==> src/rtl/tda_job_scheduler.sv <==
// rtl/tda_job_scheduler.sv - FIFO-buffered round-robin job dispatcher for a pool of TDA units
// Optional per-unit watchdog: define TDA_SCHED_WATCHDOG_EN.
module tda_job_scheduler #(
   parameter int NUM_UNITS      = 8,
   parameter int ID_WIDTH       = 8,
   parameter int ADDR_WIDTH     = 16,
   parameter int QUEUE_DEPTH    = 16,
   parameter int TIMEOUT_CYCLES = 65535,
   localparam int UW = $clog2(NUM_UNITS),
   localparam int QW = $clog2(QUEUE_DEPTH)
) (
   input  logic                  clk,
   input  logic                  rst,
   input  logic                  enable,
   input  logic                  job_valid,
   output logic                  job_ready,
   input  logic [ID_WIDTH-1:0]   job_id,
   input  logic [ADDR_WIDTH-1:0] job_addr,
   output logic [NUM_UNITS-1:0]  unit_start,
   output logic [ADDR_WIDTH-1:0] unit_addr,
   input  logic [NUM_UNITS-1:0]  unit_done,
   output logic [NUM_UNITS-1:0]  unit_abort,
   output logic                  cpl_valid,
   input  logic                  cpl_ready,
   output logic [ID_WIDTH-1:0]   cpl_id,
   output logic [UW-1:0]         cpl_unit,
   output logic                  cpl_timeout,
   output logic [QW:0]           queue_level,
   output logic [NUM_UNITS-1:0]  busy_mask,
   output logic                  idle,
   output logic                  err_spurious,
   output logic                  err_timeout
);

   logic [ID_WIDTH-1:0]   fifo_id   [QUEUE_DEPTH];
   logic [ADDR_WIDTH-1:0] fifo_addr [QUEUE_DEPTH];
   logic [QW-1:0]         wr_ptr, rd_ptr;
   logic [QW:0]           count;
   logic                  full, empty, push, pop;

   logic [NUM_UNITS-1:0]  busy, pending, fire, tmo, hs_mask, cand;
   logic [ID_WIDTH-1:0]   tag [NUM_UNITS];
   logic [UW-1:0]         dispatch_ptr, cpl_ptr, disp_k, disp_idx, sel_k, sel_idx, sel_start;
   logic                  disp_found, sel_found, hs, load;

   function automatic logic [UW-1:0] next_unit(input logic [UW-1:0] k);
      return (int'(k) == NUM_UNITS - 1) ? '0 : k + 1'b1;
   endfunction

   assign full        = (count == (QW+1)'(QUEUE_DEPTH));
   assign empty       = (count == '0);
   assign job_ready   = !full;
   assign push        = job_valid && !full;
   assign queue_level = count;
   assign busy_mask   = busy;
   assign unit_abort  = fire;
   assign idle        = empty && (busy == '0) && (pending == '0) && !cpl_valid;

   always_comb begin
      disp_found = 1'b0;
      disp_k     = '0;
      disp_idx   = '0;
      for (int i = 0; i < NUM_UNITS; i++) begin
         disp_idx = UW'((int'(dispatch_ptr) + i) % NUM_UNITS);
         if (!disp_found && !busy[disp_idx]) begin
            disp_found = 1'b1;
            disp_k     = disp_idx;
         end
      end
   end

   assign pop        = enable && !empty && disp_found;
   assign unit_start = pop ? (NUM_UNITS'(1) << disp_k) : '0;
   assign unit_addr  = pop ? fifo_addr[rd_ptr] : '0;

   // The record being handed off this cycle is excluded so the next one can load back-to-back.
   assign hs        = cpl_valid && cpl_ready;
   assign hs_mask   = hs ? (NUM_UNITS'(1) << cpl_unit) : '0;
   assign load      = !cpl_valid || cpl_ready;
   assign cand      = (pending | (unit_done & busy) | fire) & ~hs_mask;
   assign sel_start = hs ? next_unit(cpl_unit) : cpl_ptr;

   always_comb begin
      sel_found = 1'b0;
      sel_k     = '0;
      sel_idx   = '0;
      for (int i = 0; i < NUM_UNITS; i++) begin
         sel_idx = UW'((int'(sel_start) + i) % NUM_UNITS);
         if (!sel_found && cand[sel_idx]) begin
            sel_found = 1'b1;
            sel_k     = sel_idx;
         end
      end
   end

   always_ff @(posedge clk or posedge rst) begin
      if (rst) begin
         wr_ptr       <= '0;
         rd_ptr       <= '0;
         count        <= '0;
         busy         <= '0;
         pending      <= '0;
         dispatch_ptr <= '0;
         cpl_ptr      <= '0;
         cpl_valid    <= 1'b0;
         cpl_id       <= '0;
         cpl_unit     <= '0;
         cpl_timeout  <= 1'b0;
         err_spurious <= 1'b0;
      end else begin
         if (push) wr_ptr <= wr_ptr + 1'b1;
         if (pop) begin
            rd_ptr       <= rd_ptr + 1'b1;
            dispatch_ptr <= next_unit(disp_k);
         end
         count        <= count + (QW+1)'(push) - (QW+1)'(pop);
         busy         <= (busy | unit_start) & ~hs_mask;
         pending      <= cand;
         err_spurious <= err_spurious | (|(unit_done & ~busy));
         if (hs) cpl_ptr <= next_unit(cpl_unit);
         if (load) begin
            cpl_valid <= sel_found;
            if (sel_found) begin
               cpl_id      <= tag[sel_k];
               cpl_unit    <= sel_k;
               cpl_timeout <= tmo[sel_k] | fire[sel_k];
            end
         end
      end
   end

   always_ff @(posedge clk) begin
      if (push) begin
         fifo_id[wr_ptr]   <= job_id;
         fifo_addr[wr_ptr] <= job_addr;
      end
      if (pop) tag[disp_k] <= fifo_id[rd_ptr];
   end

`ifdef TDA_SCHED_WATCHDOG_EN
   localparam int CW = $clog2(TIMEOUT_CYCLES + 1);
   logic [CW-1:0] wd_cnt [NUM_UNITS];

   // A done arriving in the same cycle as expiry wins as a normal completion.
   always_comb begin
      fire = '0;
      for (int k = 0; k < NUM_UNITS; k++)
         fire[k] = busy[k] & ~pending[k] & ~unit_done[k] & (wd_cnt[k] == CW'(TIMEOUT_CYCLES - 1));
   end

   always_ff @(posedge clk or posedge rst) begin
      if (rst) begin
         for (int k = 0; k < NUM_UNITS; k++) wd_cnt[k] <= '0;
         tmo         <= '0;
         err_timeout <= 1'b0;
      end else begin
         for (int k = 0; k < NUM_UNITS; k++) begin
            if (unit_start[k])
               wd_cnt[k] <= '0;
            else if (busy[k] && !pending[k])
               wd_cnt[k] <= wd_cnt[k] + 1'b1;
         end
         tmo <= (tmo | fire) & ~hs_mask;
         if (|fire) err_timeout <= 1'b1;
      end
   end
`else
   assign fire        = '0;
   assign tmo         = '0;
   // always 0 without the watchdog
   assign err_timeout = (TIMEOUT_CYCLES < 0);
`endif

endmodule
==> config.mk <==
export PLATFORM = sky130hd
export DESIGN_NAME = tda_job_scheduler
export DESIGN_NICKNAME = d
export VERILOG_FILES = /design/src/rtl/tda_job_scheduler.sv
export SDC_FILE = /design/constraint.sdc
export NUM_CORES = 1
export LEC_CHECK = 0
export CAP_MARGIN = 10
export CORE_MARGIN = 10
export CORE_UTILIZATION = 50
export CTS_BUF_LIST = sky130_fd_sc_hd__clkbuf_2 sky130_fd_sc_hd__clkbuf_4 sky130_fd_sc_hd__clkbuf_8
export CTS_CLUSTER_SIZE = 28
export DETAILED_ROUTE_END_ITERATION = 10
export PLACE_DENSITY = 0.68
export SYNTH_ARGS = -nofsm -noshare
export SYNTH_HDL_FRONTEND = slang
export SYNTH_SLANG_ARGS = --single-unit
export TNS_END_PERCENT = 1
==> constraint.sdc <==
create_clock -name clk -period 6.35 [get_ports clk]
set_input_delay 1.5875 -clock clk [delete_from_list [all_inputs] [get_ports clk]]
set_output_delay 1.5875 -clock clk [all_outputs]
set_load 0.02 [all_outputs]
==> results.toml <==
[run_status]
outcome = "finished clean"

[sta]
slew_headroom_pct = 22.7
fin_crit_sh_pct = 96.0
tightestPinTransition_ps = 1160
holdWs_ps = 481
slew_viol_final = 0
finalSetupViolations = 0
period_needed_ps = 6090
rsz0062_at_grt = "false"
finalSetupTns_ps = 0
clock_skew_ps = 21.7
hold_violations = 0
max_freq_mhz = 164

[critical_path]
worstPathCellList = "inv_1 > ha_4 > mux4_2 > mux2i_2 > nor2_1 > and4_1 > and2_1 > a21oi_1 > nor2_1 > a31oi_4 > ha_1 > nand2_1 > nor2b_1 > clkdlybuf4s50_1"
required_ps = 4760
critical_path_class = "reg -> out"
reg2reg_depth = 14
r2r-start = "cpl_unit[0]"
end_kind = "output pin"
cp-endpoint = "unit_start[4]"
critical_path_depth = 14
arrival_ps = 4510
regToRegEndpoint = "cpl_id[1]"
cpPeakStageDelay_ps = 660
cp_num_buf_inv = 2
cp-start-kind = "register"
cp_max_fo = 7
cp_common_cell = "nor2_1"
crit_path_top_delay_cell = "clkdlybuf4s50_1"
crit_family = "simple AND/OR/NAND/NOR gates"
ff2ff_setup_slack_ps = 1390
startpoint = "dispatch_ptr[1]"

[global_routing]
grt_pass1_wl_um = 77400
grt_max_degree = 54
grt_use_total_pct = 19.8
gr-total-overflow = 0
grt_pass1_vias = 12800
antenna_found_initial = 2

[clock_tree]
clock_sinks = 496
clk_latency_ps = 630
numCtsBuffers = 83
clockRootBuffer = "clkbuf_8"
cts_buffer_depth = 3
htreeDepth = 3
clk_pin_slew_ps = 60
hold_buffers = 0
cts_tree = "done"

[logic_synthesis]
synth_fa_ha_area_share_pct = 1.66
synth_top_family_by_area = "multiplexers"
netlist_area_sq_um = 21500
ys_seq_elements = 496
async_reset_ff_share_pct = 9.68
synth_compound_area_share_pct = 8.50
synth_simple_gate_area_share_pct = 5.23
ys.flop_type = "edfxtp_1"
yosysWarnings = 0
synth_cells = 1316
avgSynthCellArea_sq_um = 16.3
synth_xor_area_share_pct = 0.570
muxShareOfSynthArea_pct = 13.4
synth_edf_count = 448
synth_cell_types = 77
synth_sequential_area_ratio_pct = 68.2

[place]
place.port_buffers = 88
post-place-cells = 1931
dp_hpwl_um = 30300
gp_congestion = 0.888

[finish]
area_delta_synth_final_pct = 16.1
nNetsFinal = 1546
final_layout_size_suffix_gt1_share_pct = 21.7
fillerInstances = 3222
final_cell_count_no_fill = 2083

[detailed_routing]
vias = 12600
firstDrtPassIters = 6
drt_wl_total_um = 50200
wl_per_cell_um = 24.1
drt_iter0_drc = 1081
drc_errors = 0
antenna_left = 0
avgViaCountPerCell = 6.03

[power]
power_frac_comb_pct = 45.1
leakagePower_nw = 8.77
ir_worst_vdd_uv = 255
p_clk_share_pct = 20.7
pwr-share-seq_pct = 34.2
p_int_mw = 8.74
p_sw_mw = 5.36
switching_share_pct = 38.0
p_per_area_nw_per_um2 = 565

[worst_hold_path]
min_from = "err_spurious"
hold_path.class = "reg -> reg"

[floorplan]
core-area_sq_um = 42200
die_h_um = 227
rows = 75
start_util_pct = 50.9
dieArea_sq_um = 51700
die_w_um = 227
pin_count = 99

[flow_run]
max-cap-violations = 0
[metrics by stage]
step           setup slack [ps]  util, %  total power [mW]  cell area (sq um)
2_1_floorplan               740        -              9.16              21500
3_3_place_gp                383     54.9              11.1              23200
3_5_place_dp                269     54.9              11.1              23200
4_1_cts                    42.8     59.0              14.1              24900
5_1_grt                    7.39     59.1              15.0              25000
6_report                    257     59.1              14.1              25000
[kinds of logic (layout without fill, tap and decap cells)]
group	after synthesis	in the layout
AOI/OAI and AO/OA	256	256
xor gates and xnor gates	14	14
adders and majority gates	28	28
buffers and inverters	117	334
DFF	496	496
muxes	194	194
other	1	12
and+or+nand+nor	210	210
[power by group through the flow]
stage / sequential (mW) / combinational (mW) / clock, mW
3_3_place_gp: 4.88 / 6.18 / 0
4_1_cts: 4.83 / 6.30 / 2.99
3_5_place_dp: 4.89 / 6.23 / 0
2_1_floorplan: 4.67 / 4.48 / 0
5_1_grt: 4.90 / 6.94 / 3.13
6_report: 4.83 / 6.36 / 2.91
[placed cells by master, fill, tap and decap left out, drive strengths merged, types with 42 or more instances in the layout]
cell type / instances
edfxtp: 448
clkdlybuf4s50: 86
nand2: 68
inv: 43
a21oi: 42
mux4: 72
clkbuf: 113
dfrtp: 48
mux2i: 84
buf: 57
o21ai: 52
[layer usage]
layer,global-route usage [%],share of wire (%),wire [um]
met5,0,0.024,12
met4,7.18,2.6,1300
met1,26.8,43,21500
met3,4.18,7.1,3560
met2,31.1,47,23800
[area by class of cell]
class,count,area [sq um],share of cell area (%)
timing repair buffer,145,1310,5.26
multi-input combinational,712,6430,25.8
inverter,43,161,0.646
sequential,496,14700,58.7
tap,539,674,2.70
clock inverter,33,319,1.28
clock buffer,113,1400,5.60
antenna,2,5.00,0.0200
[synth_stat cells (21+ instances only)]
| library cell | number | area share [%] |
|---|---|---|
| mux4_2 | 72 | 7.5 |
| nand3_1 | 22 | 0.51 |
| inv_1 | 40 | 0.70 |
| nand2_1 | 65 | 1.1 |
| ha_1 | 27 | 1.6 |
| and2_1 | 27 | 0.79 |
| mux2i_1 | 84 | 3.9 |
| a211oi_1 | 21 | 0.73 |
| a21oi_1 | 42 | 0.98 |
| edfxtp_1 | 448 | 63 |
| nor2_1 | 27 | 0.47 |
| mux2_2 | 34 | 1.8 |
| o21ai_0 | 51 | 1.2 |
| dfrtp_1 | 48 | 5.6 |
| clkbuf_1 | 45 | 0.79 |
[how the worst min path moves through the flow]
stage	slack, ps	cells after the start	to
after floorplan	550	3	rd_ptr[1]
after global placement	460	2	err_spurious
after detailed placement	480	2	err_spurious
after CTS	490	2	err_spurious
after global routing	500	2	err_spurious
final	480	2	err_spurious
[worst register-to-register path: cells and delay by family, from the launching register on]
kind	cells	cell delay, ps
AOI/OAI and AO/OA	2	520
and+or+nand+nor	5	1760
adders and majority gates	3	860
DFF	1	450
muxes	2	930
buffers and inverters	2	320
[registers in the layout, indices dropped and copies added (netlist names)]
register,flops
fifo_addr,256
err_spurious,1
cpl_id,8
tag,64
cpl_unit,3
queue_level,5
busy_mask,8
pending,8
fifo_id,128
cpl_ptr,3
cpl_valid,1
rd_ptr,4
dispatch_ptr,3
wr_ptr,4
[timing repair]
item,in CTS,in global routing
setup endpoints to repair,23,19
endpoints found under the hold margin,0,0
buffers inserted,0,4
gates resized for setup,6,4
pin swaps,0,1
Note: power is estimated with default switching activity, not from simulation.
